<file path="src/rtl/spi_slave_driver_engine.sv">
// SPI slave shift engine: oversampled pins, TX FIFO feeding MISO, MOSI capture.
// Define SPI_SLAVE_DRV_LSB_FIRST_EN for LSB-first shifting (MSB first otherwise).
module spi_slave_driver_engine #(
   parameter int DATA_WIDTH = 8,
   parameter int TX_DEPTH = 4,
   parameter logic [DATA_WIDTH-1:0] IDLE_PATTERN = {DATA_WIDTH{1'b1}}
) (
   input  logic pclk,
   input  logic areset,
   input  logic cpol,
   input  logic cpha,
   input  logic sclk,
   input  logic cs_n,
   input  logic mosi,
   output logic miso,
   output logic miso_oe,
   input  logic [DATA_WIDTH-1:0] tx_data,
   input  logic tx_valid,
   output logic tx_ready,
   output logic [$clog2(TX_DEPTH):0] tx_level,
   output logic [DATA_WIDTH-1:0] rx_data,
   output logic rx_valid,
   output logic underrun,
   output logic frame_err,
   output logic busy
);
   localparam int AW = $clog2(TX_DEPTH);
   localparam int CW = $clog2(DATA_WIDTH + 1);
   localparam logic [AW:0] FULL_LVL = (AW+1)'(TX_DEPTH);
   localparam logic [CW-1:0] LAST_BIT = CW'(DATA_WIDTH - 1);

   typedef enum logic {IDLE, SHIFT} state_t;
   state_t state_q, state_d;

   logic [2:0] sclk_sy, cs_sy;
   logic [1:0] mosi_sy;
   logic sclk_rise, sclk_fall, cs_rise, cs_fall;
   logic cpol_l, cpha_l, lead, trail;
   logic in_shift, sample, shift, start, wrap, load, pop, push;
   logic [CW-1:0] cnt;
   logic [DATA_WIDTH-1:0] tx_sr, rx_sr, rx_next, load_word;
   logic [DATA_WIDTH-1:0] mem [TX_DEPTH];
   logic [AW-1:0] wr_ptr, rd_ptr;
   logic [AW:0] level;
   logic fifo_empty, fifo_full;

`ifdef SPI_SLAVE_DRV_LSB_FIRST_EN
   function automatic logic first_bit(input logic [DATA_WIDTH-1:0] w);
      return w[0];
   endfunction
   function automatic logic [DATA_WIDTH-1:0] advance(input logic [DATA_WIDTH-1:0] w);
      return {1'b0, w[DATA_WIDTH-1:1]};
   endfunction
   assign rx_next = {mosi_sy[1], rx_sr[DATA_WIDTH-1:1]};
`else
   function automatic logic first_bit(input logic [DATA_WIDTH-1:0] w);
      return w[DATA_WIDTH-1];
   endfunction
   function automatic logic [DATA_WIDTH-1:0] advance(input logic [DATA_WIDTH-1:0] w);
      return {w[DATA_WIDTH-2:0], 1'b0};
   endfunction
   assign rx_next = {rx_sr[DATA_WIDTH-2:0], mosi_sy[1]};
`endif

   // cs_n syncs reset high so leaving reset never looks like a frame start
   always_ff @(posedge pclk) begin
      if (areset) begin
         sclk_sy <= '0;
         cs_sy <= '1;
         mosi_sy <= '0;
      end else begin
         sclk_sy <= {sclk_sy[1:0], sclk};
         cs_sy <= {cs_sy[1:0], cs_n};
         mosi_sy <= {mosi_sy[0], mosi};
      end
   end

   assign sclk_rise = sclk_sy[1] & ~sclk_sy[2];
   assign sclk_fall = ~sclk_sy[1] & sclk_sy[2];
   assign cs_rise = cs_sy[1] & ~cs_sy[2];
   assign cs_fall = ~cs_sy[1] & cs_sy[2];

   assign lead = cpol_l ? sclk_fall : sclk_rise;
   assign trail = cpol_l ? sclk_rise : sclk_fall;
   assign in_shift = (state_q == SHIFT) & ~cs_rise & ~cs_fall;
   assign sample = in_shift & (cpha_l ? trail : lead);
   assign shift = in_shift & (cpha_l ? lead : trail);
   assign start = (state_q == IDLE) & cs_fall;
   assign wrap = sample & (cnt == LAST_BIT);
   assign load = start | wrap;

   assign fifo_empty = (level == '0);
   assign fifo_full = (level == FULL_LVL);
   assign load_word = fifo_empty ? IDLE_PATTERN : mem[rd_ptr];
   assign pop = load & ~fifo_empty;
   // a pop in the same cycle frees the slot for a push into a full FIFO
   assign push = tx_valid & (~fifo_full | pop);
   assign tx_ready = ~fifo_full;
   assign tx_level = level;

   always_ff @(posedge pclk) begin
      if (push) mem[wr_ptr] <= tx_data;
   end

   always_ff @(posedge pclk) begin
      if (areset) begin
         wr_ptr <= '0;
         rd_ptr <= '0;
         level <= '0;
      end else begin
         if (push) wr_ptr <= wr_ptr + AW'(1);
         if (pop) rd_ptr <= rd_ptr + AW'(1);
         if (push & ~pop) level <= level + (AW+1)'(1);
         else if (pop & ~push) level <= level - (AW+1)'(1);
      end
   end

   always_ff @(posedge pclk) begin
      if (areset) state_q <= IDLE;
      else state_q <= state_d;
   end

   always_comb begin
      state_d = state_q;
      unique case (state_q)
         IDLE: if (cs_fall) state_d = SHIFT;
         SHIFT: if (cs_rise) state_d = IDLE;
      endcase
   end

   always_comb begin
      busy = (state_q == SHIFT);
      miso_oe = busy;
   end

   always_ff @(posedge pclk) begin
      if (areset) begin
         miso <= 1'b0;
         rx_data <= '0;
         rx_valid <= 1'b0;
         underrun <= 1'b0;
         frame_err <= 1'b0;
         cpol_l <= 1'b0;
         cpha_l <= 1'b0;
         cnt <= '0;
         tx_sr <= '0;
         rx_sr <= '0;
      end else begin
         rx_valid <= 1'b0;
         underrun <= load & fifo_empty;
         frame_err <= 1'b0;
         if (start) begin
            cpol_l <= cpol;
            cpha_l <= cpha;
            cnt <= '0;
            if (cpha) begin
               tx_sr <= load_word;
            end else begin
               miso <= first_bit(load_word);
               tx_sr <= advance(load_word);
            end
         end else if ((state_q == SHIFT) & cs_rise) begin
            frame_err <= (cnt != '0);
            cnt <= '0;
         end else if (sample) begin
            rx_sr <= rx_next;
            if (wrap) begin
               rx_data <= rx_next;
               rx_valid <= 1'b1;
               cnt <= '0;
               tx_sr <= load_word;
            end else begin
               cnt <= cnt + CW'(1);
            end
         end else if (shift) begin
            miso <= first_bit(tx_sr);
            tx_sr <= advance(tx_sr);
         end
      end
   end
endmodule

</file>
<file path="config.mk">
export PLATFORM = sky130hd
export DESIGN_NAME = spi_slave_driver_engine
export DESIGN_NICKNAME = d
export VERILOG_FILES = /design/src/rtl/spi_slave_driver_engine.sv
export SDC_FILE = /design/constraint.sdc
export NUM_CORES = 1
export LEC_CHECK = 0
export CAP_MARGIN = 20
export CORE_ASPECT_RATIO = 0.8
export CORE_UTILIZATION = 57
export DETAILED_ROUTE_END_ITERATION = 10
export PLACE_DENSITY = 0.77
export SYNTH_ARGS = -nofsm -noshare
export SYNTH_HDL_FRONTEND = slang
export SYNTH_SLANG_ARGS = --single-unit
</file>
<file path="constraint.sdc">
create_clock -name pclk -period 3.3 [get_ports pclk]
set_clock_uncertainty 0.15 [all_clocks]
set_input_delay 0.825 -clock pclk [delete_from_list [all_inputs] [get_ports pclk]]
set_output_delay 0.825 -clock pclk [all_outputs]
set_load 0.01 [all_outputs]
</file>
[Word-level counts from Yosys, hierarchy flattened]
Memory sizes are Yosys's and may differ from the RTL's. A register that Yosys moved wholly into a read port is not among the register bits.
Index checks and enable logic that the tools add are counted.
Storage, ports and cells
  logic and storage cells: 100
  input port bits: 16
  output and inout bits: 18
  RAM bits: 32
  memories: 1
  register bits: 49
Memory list
  mem: words 4, bits a word 8, read ports 1, clocked after memory_dff 1, write ports 1, line 42  | logic [DATA_WIDTH-1:0] mem [TX_DEPTH];
Cells by class
  reduce and logical (&&, ||, !) cells: 12
  muxes and demuxes: 27
  eq/ne operators: 6
  $add $sub $neg: 5
  bitwise logic cells: 32
Operator list (number)
  2-to-1 mux 8 bit: 7
  AND 1 bit: 16
  2-to-1 mux 1 bit: 14
  inverter 1 bit: 14
  AND reduction 4 bit: 2
  2-to-1 mux 3 bit: 2
  AND reduction 3 bit: 2
  OR reduction 3 bit: 2
  adder 2 x 1 -> 2 bit, second input constant: 2
  adder 4 x 1 -> 4 bit, second input constant: 1
  == test 4 x 3 -> 1 bit, second input constant: 1
  2-to-1 mux 2 bit: 2
  2-to-1 mux 4 bit: 1
  != test 2 bit, second input constant: 2
  nonzero test 2 bit: 2
  nonzero test 4 bit: 1
  OR reduction 4 bit: 1
  adder 3 x 1 -> 3 bit, second input constant: 1
  == test 3 bit, second input constant: 1
  logical NOT 3 bit: 1
  != test 3 x 1 -> 1 bit, second input constant: 1
  nonzero test 3 bit: 1
  subtractor 3 x 1 -> 3 bit, second input constant: 1
  != test 2 x 1 -> 1 bit, second input constant: 1
  2 further kinds: 3

[Depth between registers and ports, before layout]
Gate-level depths: netlist of the first run.
  depth after elaboration: 15
  mapped depth: 13
  mapped depth without buffers: 11

[Least setup slack after synthesis of the first run]
OpenSTA, ideal clock, no wires.
  path kind: flip-flop to flip-flop
  start point: register cpha_l
  end point: register level[2], in the netlist tx_level[2]
  data required time: 3.079 ns
  data arrival time: 2.705 ns
  library setup time: 0.071 ns
  setup slack: 0.374 ns
  path buffers: 1
  stages on the path, launching flop included: 12
  period minus slack after synthesis: 2.926 ns
  path through: dfxtp_1 xor2_2 mux2i_1 nor3_1 buf_2 o21ai_0 ha_1 inv_1 fa_1 xor2_1 or3_1 a21oi_1
Between the ends
  longest elaborated chain between the ends: 10
  elaborated cells on any way between the ends: 13
  those cells by class: mux (2); bitwise (10); reduce/logical (1)
Ends and longest elaborated chain
  start, declared: line 38  | logic cpol_l, cpha_l, lead, trail;
  start signal, assigned: line 154  | cpha_l <= cpha;
  2-to-1 mux 1 bit (*): line 86  | assign sample = in_shift & (cpha_l ? trail : lead);
  AND 1 bit (*): line 86
  AND 1 bit (*): line 89  | assign wrap = sample & (cnt == LAST_BIT);
  bitwise OR 1 bit (*): line 90  | assign load = start | wrap;
  AND 1 bit (*): line 95  | assign pop = load & ~fifo_empty;
  bitwise OR 1 bit: line 97  | assign push = tx_valid & (~fifo_full | pop);
  AND 1 bit: line 97
  inverter 1 bit: line 114  | else if (pop & ~push) level <= level - (AW+1)'(1);
  AND 1 bit: line 114
  nonzero test 2 bit (no line)
  end signal, assigned: line 113  | if (push & ~pop) level <= level + (AW+1)'(1);
  end signal, assigned: line 114
  end, declared: line 44  | logic [AW:0] level;
Mark *: on every way between the ends. The rest lies on a longest branch, timed or not.
A chain may end at the register's enable or synchronous reset.

[Worst setup path in the final report of the first run]
Same ends and word-level chain as after synthesis.

==> reports/qor_table.md, run 1 <==
| Quantity | Reported | Unit |
| --- | --- | --- |
| Clk buf depth | 2 | - |
| Largest net degree at the start of global routing | 35 | - |
| Overall die height | 73.70 | µm |
| Total number of vias | 2657 | - |
| Max H-tree Level | 3 | - |
| Initial core utilization | 60.66 | % |
| Cts hold-fix bufs | 0 | - |
| Crit path depth | 11 | - |
| Max-slew headroom at the worst pin | 70.24 | % |
| Total routing resource utilization after global routing | 24.54 | % |
| Cell-by-cell listing of the critical path | xor2_2 > mux2i_1 > buf_4 > nor3_1 > o21ai_0 > ha_1 > inv_1 > fa_1 > xor2_1 > or3_1 > a21oi_1 | - |
| Largest delay share family, worst path | adder cells | - |
| Synth Area in XOR/XNOR | 2.562 | % |
| Antenna violations before repair | 0 | - |
| Buf+Inv Stages, Crit Path | 2 | - |
| DR vias/cell | 5.751 | - |
| Clock insertion delay at the later pin of the skew report | 360 | ps |
| Grt total ovfl | 0 | - |
| Worst Tran Pin Value | 446.4 | ps |
| Final slew viol count | 0 | - |
| Capture point of the worst path | tx_level[2]$_SDFFE_PP0P_ | - |
| Iteration-0 DRC count of the detailed router | 191 | - |
| RSZ-0062 raised after global routing | no | - |
| Netlist cell types | 54 | - |
| Wire length after detailed routing | 7432 | µm |
| Wire length of the first global-routing pass | 12480 | µm |
| Fraction of registers with async set/reset | 0 | % |
| Number of nets in the layout | 400 | - |
| Setup WS post-layout | 484.9 | ps |
| Clock tree from TritonCTS | yes | - |
| Number of synthesized flops with an enable pin | 32 | - |
| Number of nets produced by synthesis | 366 | - |
| Most numerous cell in the Yosys netlist | sky130_fd_sc_hd__dfxtp_1 | - |
| Number of warnings printed during yosys synthesis | 0 | - |
| Leading cell types by count after synthesis | sky130_fd_sc_hd__dfxtp_1, sky130_fd_sc_hd__nand2_1, sky130_fd_sc_hd__edfxtp_1 | - |
| Start of the worst register-to-register path | cpha_l$_SDFFE_PP0N_ | - |
| Number of global-route vias before repair | 2562 | - |
| Critical path type | reg -> reg | - |
| Filler cells | 467 | - |
| Number of instances in the synthesized netlist | 342 | - |
| Largest fanout on the critical path | 6 | - |
| Number of detailed-route iterations in the first pass | 5 | - |
| Startpoint kind of the worst setup timing path | flip-flop | - |
| Number of buffers created by CTS | 9 | - |
| Highest Clock Rate | 355.2 | MHz |
| Final period util | 85.30 | % |
| Adder and majority gate portion of the synthesized area | 3.211 | % |
| Core footprint | 6037 | µm² |
| Remaining antenna violation count after routing | 0 | - |
| CP Launch Point | cpha_l$_SDFFE_PP0N_ | - |
| Final period demand of the worst path | 2815 | ps |
| Synthesized area per cell | 10.71 | µm² |
| Final routed DRC violation total | 0 | - |
| Final hold violation count | 0 | - |
| Critical Path Slowest Stage Cell | sky130_fd_sc_hd__dfxtp_1 | - |
| Worst reg-to-reg setup slack | 480 | ps |
| Die area | 6752 | µm² |
| Port bufs | 33 | - |
| Hold Crit Class | reg -> reg | - |
| Multiplexer share of the synthesized area | 9.805 | % |
| Worst IR Drop VDD | 0.0004236 | V |
| Cell Area, Synth | 3662 | µm² |
| Worst slack, placed | 207.9 | ps |
| Area share of the largest cell type after synthesis | 27.88 | % |
| Result of the run | complete, no violations | - |
| Required time of the worst setup path | 3450 | ps |
| Clock transition time at the flip-flop clock pins of the worst setup and hold paths | 90 | ps |
| Share of cells above drive strength 1 | 12.34 | % |
| Number of setup violations in the final report | 0 | - |
| Final routed wire length divided by cell count | 16.09 | µm |
| Root Buffer | sky130_fd_sc_hd__clkbuf_8 | - |
| Setup TNS after final layout | 0 | ps |
| Sequential share of the synthesized area | 54.12 | % |
| Final core area utilization | 70.71 | % |
| Data arrival time of the critical path | 2970 | ps |
| Top post-synthesis cells by area | sky130_fd_sc_hd__dfxtp_1, sky130_fd_sc_hd__edfxtp_1, sky130_fd_sc_hd__mux2i_1 | - |
| Post-synthesis compound-gate area fraction | 12.71 | % |
| Dominant register cell in the synthesized netlist | sky130_fd_sc_hd__dfxtp_1 | - |
| Area delta synth->final | 16.57 | % |
| Resized Gates After CTS | 0 | - |
| Max-capacitance violation count | 0 | - |
| Final weighted congestion of routability-driven global placement | 0.8330 | - |
| Floorplan die width | 91.62 | µm |
| End of the worst register-to-register path | tx_level[2]$_SDFFE_PP0P_ | - |
| Endpoint kind of the worst setup timing path | flip-flop | - |
| Diode count | 0 | - |
| CP peak stage delay | 420 | ps |
| Pwr/cell area | 553.6 | nW/µm² |
| Area fraction in and, or, nand and nor cells after synthesis | 14.21 | % |
| Synth Register Bits | 83 | - |
| Placed wire-length estimate after detailed placement | 5235 | µm |
| Worst-case reg-to-reg path depth | 11 | - |
| Synth area leader | sky130_fd_sc_hd__dfxtp_1 | - |
| Number of sinks driven by the clock tree | 83 | - |
| I/O pin total | 34 | - |
| Leakage power | 1.436 | nW |
| Postcts setup bufs | 0 | - |
| Combinational family with the most area after synthesis | simple AND/OR/NAND/NOR gates | - |
| Rows | 25 | - |
-- how the worst min path moves through the flow --
| stage | startpoint | endpoint | slack (ps) | cells after the start |
|---|---|---|---|---|
| global placement | cs_sy[0]$_SDFF_PP1_ | cs_sy[1]$_SDFF_PP1_ | 250 | 1 |
| global route | cs_sy[0]$_SDFF_PP1_ | cs_sy[1]$_SDFF_PP1_ | 280 | 1 |
| detailed placement | cs_sy[0]$_SDFF_PP1_ | cs_sy[1]$_SDFF_PP1_ | 250 | 1 |
| CTS | cs_sy[0]$_SDFF_PP1_ | cs_sy[1]$_SDFF_PP1_ | 270 | 1 |
| floorplan | cs_sy[0]$_SDFF_PP1_ | cs_sy[1]$_SDFF_PP1_ | 240 | 1 |
| finish | cs_sy[0]$_SDFF_PP1_ | cs_sy[1]$_SDFF_PP1_ | 260 | 1 |
-- cell type report --
class                      count  area [µm²]  share of cell area [%]
multi-input combinational    231        1556                   36.46
inverter                      10       37.54                  0.8793
sequential                    83        1982                   46.42
timing repair buffer          41       390.4                   9.144
clock buffer                  10       148.9                   3.488
tap                           81       101.3                   2.374
clock inverter                 6       52.55                   1.231
-- metal layers --
layer | wire length (µm) | global-route usage (%)
met1 | 3497 | 33.71
met2 | 3341 | 37.84
met3 | 507 | 6.211
met4 | 86 | 9.171
met5 | 0 | 0
-- per-stage QoR --
step / instances / area [µm²] / total power [W] / hold slack (ps)
CTS: 462 / 4269 / 0.002378 / 266.5
global placement: 446 / 4068 / 0.001646 / 248.3
floorplan: 342 / 3662 / 0.001486 / 239.5
global route: 462 / 4269 / 0.002480 / 281.9
detailed placement: 446 / 4068 / 0.001663 / 252.9
finish: 462 / 4269 / 0.002363 / 262.5
-- state kept, by name, indices dropped and copies added (netlist names), named ones only --
name and cells:
mem 32, rx_data 8, tx_sr 8, rx_sr 7, cnt 4, cs_sy 3, sclk_sy 3, tx_level 3
mosi_sy 2, rd_ptr 2, wr_ptr 2, busy 1, cpha_l 1, cpol_l 1, frame_err 1, miso 1
rx_valid 1, underrun 1
-- cell families (layout without fill, tap and decap cells) --
| kind of cell | count (synthesis) | after routing |
|---|---|---|
| mux | 32 | 32 |
| xor+xnor | 9 | 9 |
| buf+inv | 28 | 67 |
| compound gates | 70 | 70 |
| fa+ha+maj | 9 | 9 |
| simple gates | 111 | 111 |
| flops | 83 | 83 |
-- where the power goes --
group          switching [W]  internal (W)  total [W]
sequential         0.0000551       0.00115    0.00120
combinational       0.000251      0.000193   0.000443
clock               0.000388      0.000331   0.000719
total               0.000694       0.00167    0.00236
-- layout by cell type (no fill, tap or decap), types with 6 or more instances in the layout --
master / instances
sky130_fd_sc_hd__ha_1: 7
sky130_fd_sc_hd__mux2i_1: 22
sky130_fd_sc_hd__clkdlybuf4s50_1: 33
sky130_fd_sc_hd__o21ai_0: 15
sky130_fd_sc_hd__mux2_2: 7
sky130_fd_sc_hd__clkbuf_8: 9
sky130_fd_sc_hd__dfxtp_1: 51
sky130_fd_sc_hd__inv_1: 8
sky130_fd_sc_hd__nand2_1: 46
sky130_fd_sc_hd__a21oi_1: 20
sky130_fd_sc_hd__buf_4: 8
sky130_fd_sc_hd__nor2b_1: 8
sky130_fd_sc_hd__a221o_1: 6
sky130_fd_sc_hd__nor2_1: 25
sky130_fd_sc_hd__a31oi_1: 6
sky130_fd_sc_hd__edfxtp_1: 32
Note: power is estimated with default switching activity, not from simulation.
==> run 2: changes to the inputs <==
Settings changed: MAX_ROUTING_LAYER set to met4.
==> run 2 against run 1 <==
Against the previous run:
- first-iteration DRC count decreased by 0.52%
- maximum frequency decreased by 0.41%
- non-clock buffer count unchanged
- cell count unchanged
- worst setup slack got worse by 12 ps
- hold slack improved by 3.1 ps
- largest power group unchanged
- highest routed layer unchanged
==> reports/qor_table.md, run 2 (synthesized netlist as in run 1, its figures left out) <==
| Quantity | Reported | Unit |
| --- | --- | --- |
| Result of the run | complete, no violations | - |
| Postcts setup bufs | 0 | - |
| Commonest non-fill, non-tap cell in the layout | sky130_fd_sc_hd__dfxtp_1 | - |
| Pwr/cell area | 553.9 | nW/µm² |
| Area delta synth->final | 16.57 | % |
| Max reg flops | 32 | - |
| Hold endpoint | cs_sy[1]$_SDFF_PP1_ | - |
| Number of buffers created by CTS | 9 | - |
| Data arrival time of the critical path | 2980 | ps |
| Total routing resource utilization after global routing | 25.26 | % |
| Worst reg-to-reg setup slack | 470 | ps |
| Final weighted congestion of routability-driven global placement | 0.8457 | - |
| Highest Clock Rate | 353.8 | MHz |
| Largest fanout on the critical path | 6 | - |
| Beginning of the worst hold path | cs_sy[0]$_SDFF_PP1_ | - |
| Port bufs | 33 | - |
| Rows | 25 | - |
| Placed wire-length estimate after detailed placement | 5235 | µm |
| Max-slew headroom at the worst pin | 70.55 | % |
| Filler cells | 467 | - |
| Startpoint kind of the worst setup timing path | flip-flop | - |
| Final period util | 85.66 | % |
| Share of cells above drive strength 1 | 12.34 | % |
| Endpoint kind of the worst setup timing path | flip-flop | - |
| Cts hold-fix bufs | 0 | - |
| RSZ-0062 raised after global routing | no | - |
| I/O pin total | 34 | - |
| Final period demand of the worst path | 2827 | ps |
| Max H-tree Level | 3 | - |
| Switching share of power | 29.40 | % |
| Core footprint | 6037 | µm² |
| Antenna violations before repair | 0 | - |
| Max-capacitance violation count | 0 | - |
| Clock tree from TritonCTS | yes | - |
| Required time of the worst setup path | 3450 | ps |
| Fraction of power consumed by sequential logic | 50.8 | % |
| Die area | 6752 | µm² |
| Hold Crit Class | reg -> reg | - |
| Diode count | 0 | - |
| Highest-count cells in the layout ignoring fill and taps | sky130_fd_sc_hd__dfxtp_1, sky130_fd_sc_hd__nand2_1, sky130_fd_sc_hd__clkdlybuf4s50_1, sky130_fd_sc_hd__edfxtp_1, sky130_fd_sc_hd__nor2_1 | - |
| Register bank with the most flops | mem | - |
| Worst IR Drop VDD | 0.0004217 | V |
| Clock transition time at the flip-flop clock pins of the worst setup and hold paths | 90 | ps |
| Number of detailed-route iterations in the first pass | 4 | - |
| CP peak stage delay | 420 | ps |
| Cell-by-cell listing of the critical path | xor2_2 > mux2i_1 > buf_4 > nor3_1 > o21ai_0 > ha_1 > inv_1 > fa_1 > xor2_1 > or3_1 > a21oi_1 | - |
| Iteration-0 DRC count of the detailed router | 190 | - |
| Worst Tran Pin Value | 441.8 | ps |
| Floorplan die width | 91.62 | µm |
| Start of the worst register-to-register path | cpha_l$_SDFFE_PP0N_ | - |
| Wire length after detailed routing | 7518 | µm |
| Clk buf depth | 2 | - |
| Number of sinks driven by the clock tree | 83 | - |
| Final core area utilization | 70.71 | % |
| Final hold violation count | 0 | - |
| Final slew viol count | 0 | - |
| Grt total ovfl | 0 | - |
| Clock insertion delay at the later pin of the skew report | 360 | ps |
| Net switching power | 0.0006953 | W |
| DR vias/cell | 5.753 | - |
| Resized Gates After CTS | 0 | - |
| Total number of vias | 2658 | - |
| Critical Path Slowest Stage Cell | sky130_fd_sc_hd__dfxtp_1 | - |
| Largest net degree at the start of global routing | 35 | - |
| Remaining antenna violation count after routing | 0 | - |
| Number of nets in the layout | 400 | - |
| Gate power share | 18.7 | % |
| Setup TNS after final layout | 0 | ps |
| Leakage power | 1.436 | nW |
| Worst Hold Path Cells | 1 | - |
| Critical path type | reg -> reg | - |
| Final routed wire length divided by cell count | 16.27 | µm |
| Number of global-route vias before repair | 2561 | - |
| Root Buffer | sky130_fd_sc_hd__clkbuf_8 | - |
| Internal power component | 0.001669 | W |
| Number of setup violations in the final report | 0 | - |
| Regs by FF count | mem (32), rx_data (8), tx_sr (8) | - |
| End of the worst register-to-register path | tx_level[2]$_SDFFE_PP0P_ | - |
| Wire length of the first global-routing pass | 12470 | µm |
| Initial core utilization | 60.66 | % |
| Worst-case reg-to-reg path depth | 11 | - |
| Power share of the clock group | 30.5 | % |
| Overall die height | 73.70 | µm |
| Final routed DRC violation total | 0 | - |
## run 2: cell counts in the layout (fill, tap and decap cells not counted)
Identical to the previous run, type by type.
## run 2: worst max-delay path: cells and delay by family, from the launching register on
family	cells	cell delay [ps]
adders and majority gates	2	590
xor gates and xnor gates	2	430
DFF	1	420
and+or+nand+nor	2	400
AOI/OAI and AO/OA	2	320
buffers and inverters	2	240
muxes	1	220
## run 2: power groups by stage
stage	sequential [W]	clock, W	combinational (W)
2_1_floorplan	0.00121	0	0.000273
3_3_place_gp	0.00122	0	0.000426
3_5_place_dp	0.00122	0	0.000439
4_1_cts	0.00120	0.000732	0.000446
5_1_grt	0.00121	0.000775	0.000494
6_report	0.00120	0.000721	0.000443
## run 2: per-stage QoR
step | cells | hold WS [ps] | instance area, µm² | power [W] | setup slack, ps
floorplan | 342 | 239.5 | 3662 | 0.001486 | 374.4
global placement | 446 | 248.3 | 4068 | 0.001646 | 301.8
detailed placement | 446 | 252.9 | 4068 | 0.001663 | 207.9
CTS | 462 | 266.5 | 4269 | 0.002378 | 480.4
global route | 462 | 282.0 | 4269 | 0.002480 | 278.2
finish | 462 | 265.6 | 4269 | 0.002365 | 473.4
## run 2: layout make-up
class / count / area [µm²] / area share (%)
multi-input cells: 231 / 1556 / 36.46
well taps: 81 / 101.3 / 2.374
clock inverters: 6 / 52.55 / 1.231
flip-flops and latches: 83 / 1982 / 46.42
repair buffers: 41 / 390.4 / 9.144
clock buffers: 10 / 148.9 / 3.488
inverters: 10 / 37.54 / 0.8793
## run 2: how the worst max path moves through the flow
stage                   startpoint                        to  slack, ps  depth (start not counted)
3_3_place_gp              tx_valid  tx_level[2]$_SDFFE_PP0P_        300                          9
4_1_cts        cnt[0]$_SDFFE_PP0N_  tx_level[2]$_SDFFE_PP0P_        480                         10
6_report       cpha_l$_SDFFE_PP0N_  tx_level[2]$_SDFFE_PP0P_        470                         11
3_5_place_dp              tx_valid  tx_level[2]$_SDFFE_PP0P_        210                          9
2_1_floorplan  cpha_l$_SDFFE_PP0N_  tx_level[2]$_SDFFE_PP0P_        370                         11
5_1_grt        cnt[0]$_SDFFE_PP0N_  tx_level[2]$_SDFFE_PP0P_        280                         11
## run 2: metal layers
metal  global-route usage, %  vias up  wire [µm]
met2                   37.93       73       3405
met3                   6.004        5        411
met1                   33.64     1286       3643
li1                        -     1294          -
met5                       -        -          0
met4                   9.171        0         58
==> run 3: changes to the inputs <==
Settings changed: CORE_UTILIZATION 57 to 59, PLACE_DENSITY 0.77 to 0.8.
Clock period 3.3 ns to 3.35 ns, I/O delays scaled along.
==> run 3 against run 2 <==
Against the previous run:
- register-to-register slack better by 80 ps
- final area down 0.64%
- hold slack better by 2.4 ps
- total power down 4.5%
- critical endpoint unchanged
- highest routed layer unchanged
==> reports/qor_table.md, run 3 (synthesized netlist as in run 1, its figures left out) <==
| Quantity | Reported | Unit |
| --- | --- | --- |
| Result of the run | complete, no violations | - |
| Die area | 6528 | µm² |
| Root Buffer | sky130_fd_sc_hd__clkbuf_8 | - |
| Resized Gates After CTS | 0 | - |
| Fraction of power consumed by sequential logic | 52.4 | % |
| Beginning of the worst hold path | cs_sy[0]$_SDFF_PP1_ | - |
| Antenna violations before repair | 0 | - |
| Worst slack, placed | 255.8 | ps |
| Power share of the clock group | 28.0 | % |
| Switching share of power | 29.66 | % |
| Max reg flops | 32 | - |
| Rows | 25 | - |
| Worst Tran Pin Value | 722.0 | ps |
| Placed wire-length estimate after detailed placement | 5226 | µm |
| Max-slew headroom at the worst pin | 51.72 | % |
| Clock transition time at the flip-flop clock pins of the worst setup and hold paths | 80 | ps |
| Leakage power | 1.412 | nW |
| Diode count | 0 | - |
| Regs by FF count | mem (32), rx_data (8), tx_sr (8) | - |
| Clock insertion delay at the later pin of the skew report | 350 | ps |
| Initial core utilization | 61.62 | % |
| Final weighted congestion of routability-driven global placement | 0.8717 | - |
| Pwr/cell area | 532.3 | nW/µm² |
| Cts hold-fix bufs | 0 | - |
| Highest-count cells in the layout ignoring fill and taps | sky130_fd_sc_hd__dfxtp_1, sky130_fd_sc_hd__nand2_1, sky130_fd_sc_hd__clkdlybuf4s50_1, sky130_fd_sc_hd__edfxtp_1, sky130_fd_sc_hd__nor2_1 | - |
| Number of nets in the layout | 399 | - |
| Hold Crit Class | reg -> reg | - |
| Startpoint kind of the worst setup timing path | flip-flop | - |
| Gate power share | 19.6 | % |
| Largest fanout on the critical path | 8 | - |
| Port bufs | 33 | - |
| Total number of vias | 2713 | - |
| Area taken by flip-flops and latches | 1982 | µm² |
| CP Launch Point | cs_sy[2]$_SDFF_PP1_ | - |
| Max-capacitance violation count | 0 | - |
| Highest Clock Rate | 357.4 | MHz |
| RSZ-0062 raised after global routing | no | - |
| Area used by multi-input combinational logic | 1556 | µm² |
| Setup WS post-layout | 551.9 | ps |
| Start of the worst register-to-register path | cs_sy[2]$_SDFF_PP1_ | - |
| Commonest non-fill, non-tap cell in the layout | sky130_fd_sc_hd__dfxtp_1 | - |
| Final period util | 83.53 | % |
| Net switching power | 0.0006696 | W |
| I/O pin total | 34 | - |
| Final period demand of the worst path | 2798 | ps |
| Overall die height | 72.47 | µm |
| Worst reg-to-reg setup slack | 550 | ps |
| DR vias/cell | 5.885 | - |
| Iteration-0 DRC count of the detailed router | 244 | - |
| Final routed wire length divided by cell count | 16.12 | µm |
| Final core area utilization | 71.37 | % |
| Endpoint kind of the worst setup timing path | flip-flop | - |
| Postcts setup bufs | 0 | - |
| Total routing resource utilization after global routing | 25.00 | % |
| Grt total ovfl | 0 | - |
| Floorplan die width | 90.09 | µm |
| Wire length after detailed routing | 7433 | µm |
| Register bank with the most flops | mem | - |
| Wire length of the first global-routing pass | 12190 | µm |
| Required time of the worst setup path | 3490 | ps |
| Clock tree from TritonCTS | yes | - |
| Number of detailed-route iterations in the first pass | 5 | - |
| Final routed DRC violation total | 0 | - |
| Data arrival time of the critical path | 2940 | ps |
| Critical path type | reg -> reg | - |
| Number of buffers created by CTS | 9 | - |
| Area delta synth->final | 15.82 | % |
| Internal power component | 0.001588 | W |
| Remaining antenna violation count after routing | 0 | - |
| Largest net degree at the start of global routing | 33 | - |
| Number of global-route vias before repair | 2560 | - |
| Worst IR Drop VDD | 0.0004317 | V |
| Share of cells above drive strength 1 | 11.84 | % |
| Core footprint | 5943 | µm² |
| Clk buf depth | 2 | - |
| Number of setup violations in the final report | 0 | - |
| Final hold violation count | 0 | - |
| Setup TNS after final layout | 0 | ps |
| Filler cells | 436 | - |
| Number of sinks driven by the clock tree | 83 | - |
| Final slew viol count | 0 | - |
| Max H-tree Level | 3 | - |
[run 3: cell types whose count changed in the layout (fill, tap and decap cells not counted)]
cell,previous run,this run
sky130_fd_sc_hd__buf_12,0,1
sky130_fd_sc_hd__buf_4,8,6
sky130_fd_sc_hd__clkbuf_1,0,1
sky130_fd_sc_hd__clkbuf_16,1,0
sky130_fd_sc_hd__clkinv_2,0,2
sky130_fd_sc_hd__clkinv_4,3,0
sky130_fd_sc_hd__clkinvlp_4,0,3
sky130_fd_sc_hd__inv_6,3,1
[run 3: critical path: stages, from the launching register on]
cell and delay, ps:
sky130_fd_sc_hd__dfxtp_1 480, sky130_fd_sc_hd__nor3b_2 510, sky130_fd_sc_hd__o21ai_0 190, sky130_fd_sc_hd__o21ai_2 110, sky130_fd_sc_hd__ha_1 210, sky130_fd_sc_hd__inv_1 60
sky130_fd_sc_hd__fa_1 380, sky130_fd_sc_hd__xor2_1 180, sky130_fd_sc_hd__or3_1 300, sky130_fd_sc_hd__a21oi_1 150
[run 3: stage by stage]
| step | power (W) | cell area, µm² | cells | hold WS [ps] |
|---|---|---|---|---|
| 3_5_place_dp | 0.001643 | 4073 | 445 | 248.1 |
| 5_1_grt | 0.002356 | 4242 | 461 | 287.1 |
| 2_1_floorplan | 0.001464 | 3662 | 342 | 239.5 |
| 6_report | 0.002258 | 4242 | 461 | 268.1 |
| 3_3_place_gp | 0.001620 | 4073 | 445 | 244.9 |
| 4_1_cts | 0.002267 | 4242 | 461 | 272.5 |
[run 3: cell type report]
class	instances	share of cell area, %
sequential	83	46.73
multi-input combinational	231	36.70
timing repair buffer	40	9.322
clock buffer	10	3.009
tap	81	2.389
clock inverter	6	0.9735
inverter	10	0.8850
[run 3: power groups by stage]
stage                     registers [W]  logic (W)  clock network, W
after global routing            0.00120   0.000483          0.000677
after global placement          0.00120   0.000418                 0
after CTS                       0.00118   0.000439          0.000643
final                           0.00118   0.000442          0.000631
after detailed placement        0.00121   0.000436                 0
after floorplan                 0.00120   0.000268                 0
[run 3: worst paths after layout]
path                                    to  cells past startpoint
setup / recovery  tx_level[2]$_SDFFE_PP0P_                      9
hold / removal         cs_sy[1]$_SDFF_PP1_                      1
setup reg to reg  tx_level[2]$_SDFFE_PP0P_                      9
hold reg to reg        cs_sy[1]$_SDFF_PP1_                      1
[run 3: routing by layer]
| metal | wire, µm | vias up | track usage (%) |
|---|---|---|---|
| met3 | 485 | 10 | 6.499 |
| li1 | - | 1303 | - |
| met2 | 3363 | 113 | 37.83 |
| met5 | 0 | - | - |
| met4 | 82 | 0 | 9.319 |
| met1 | 3501 | 1287 | 32.72 |
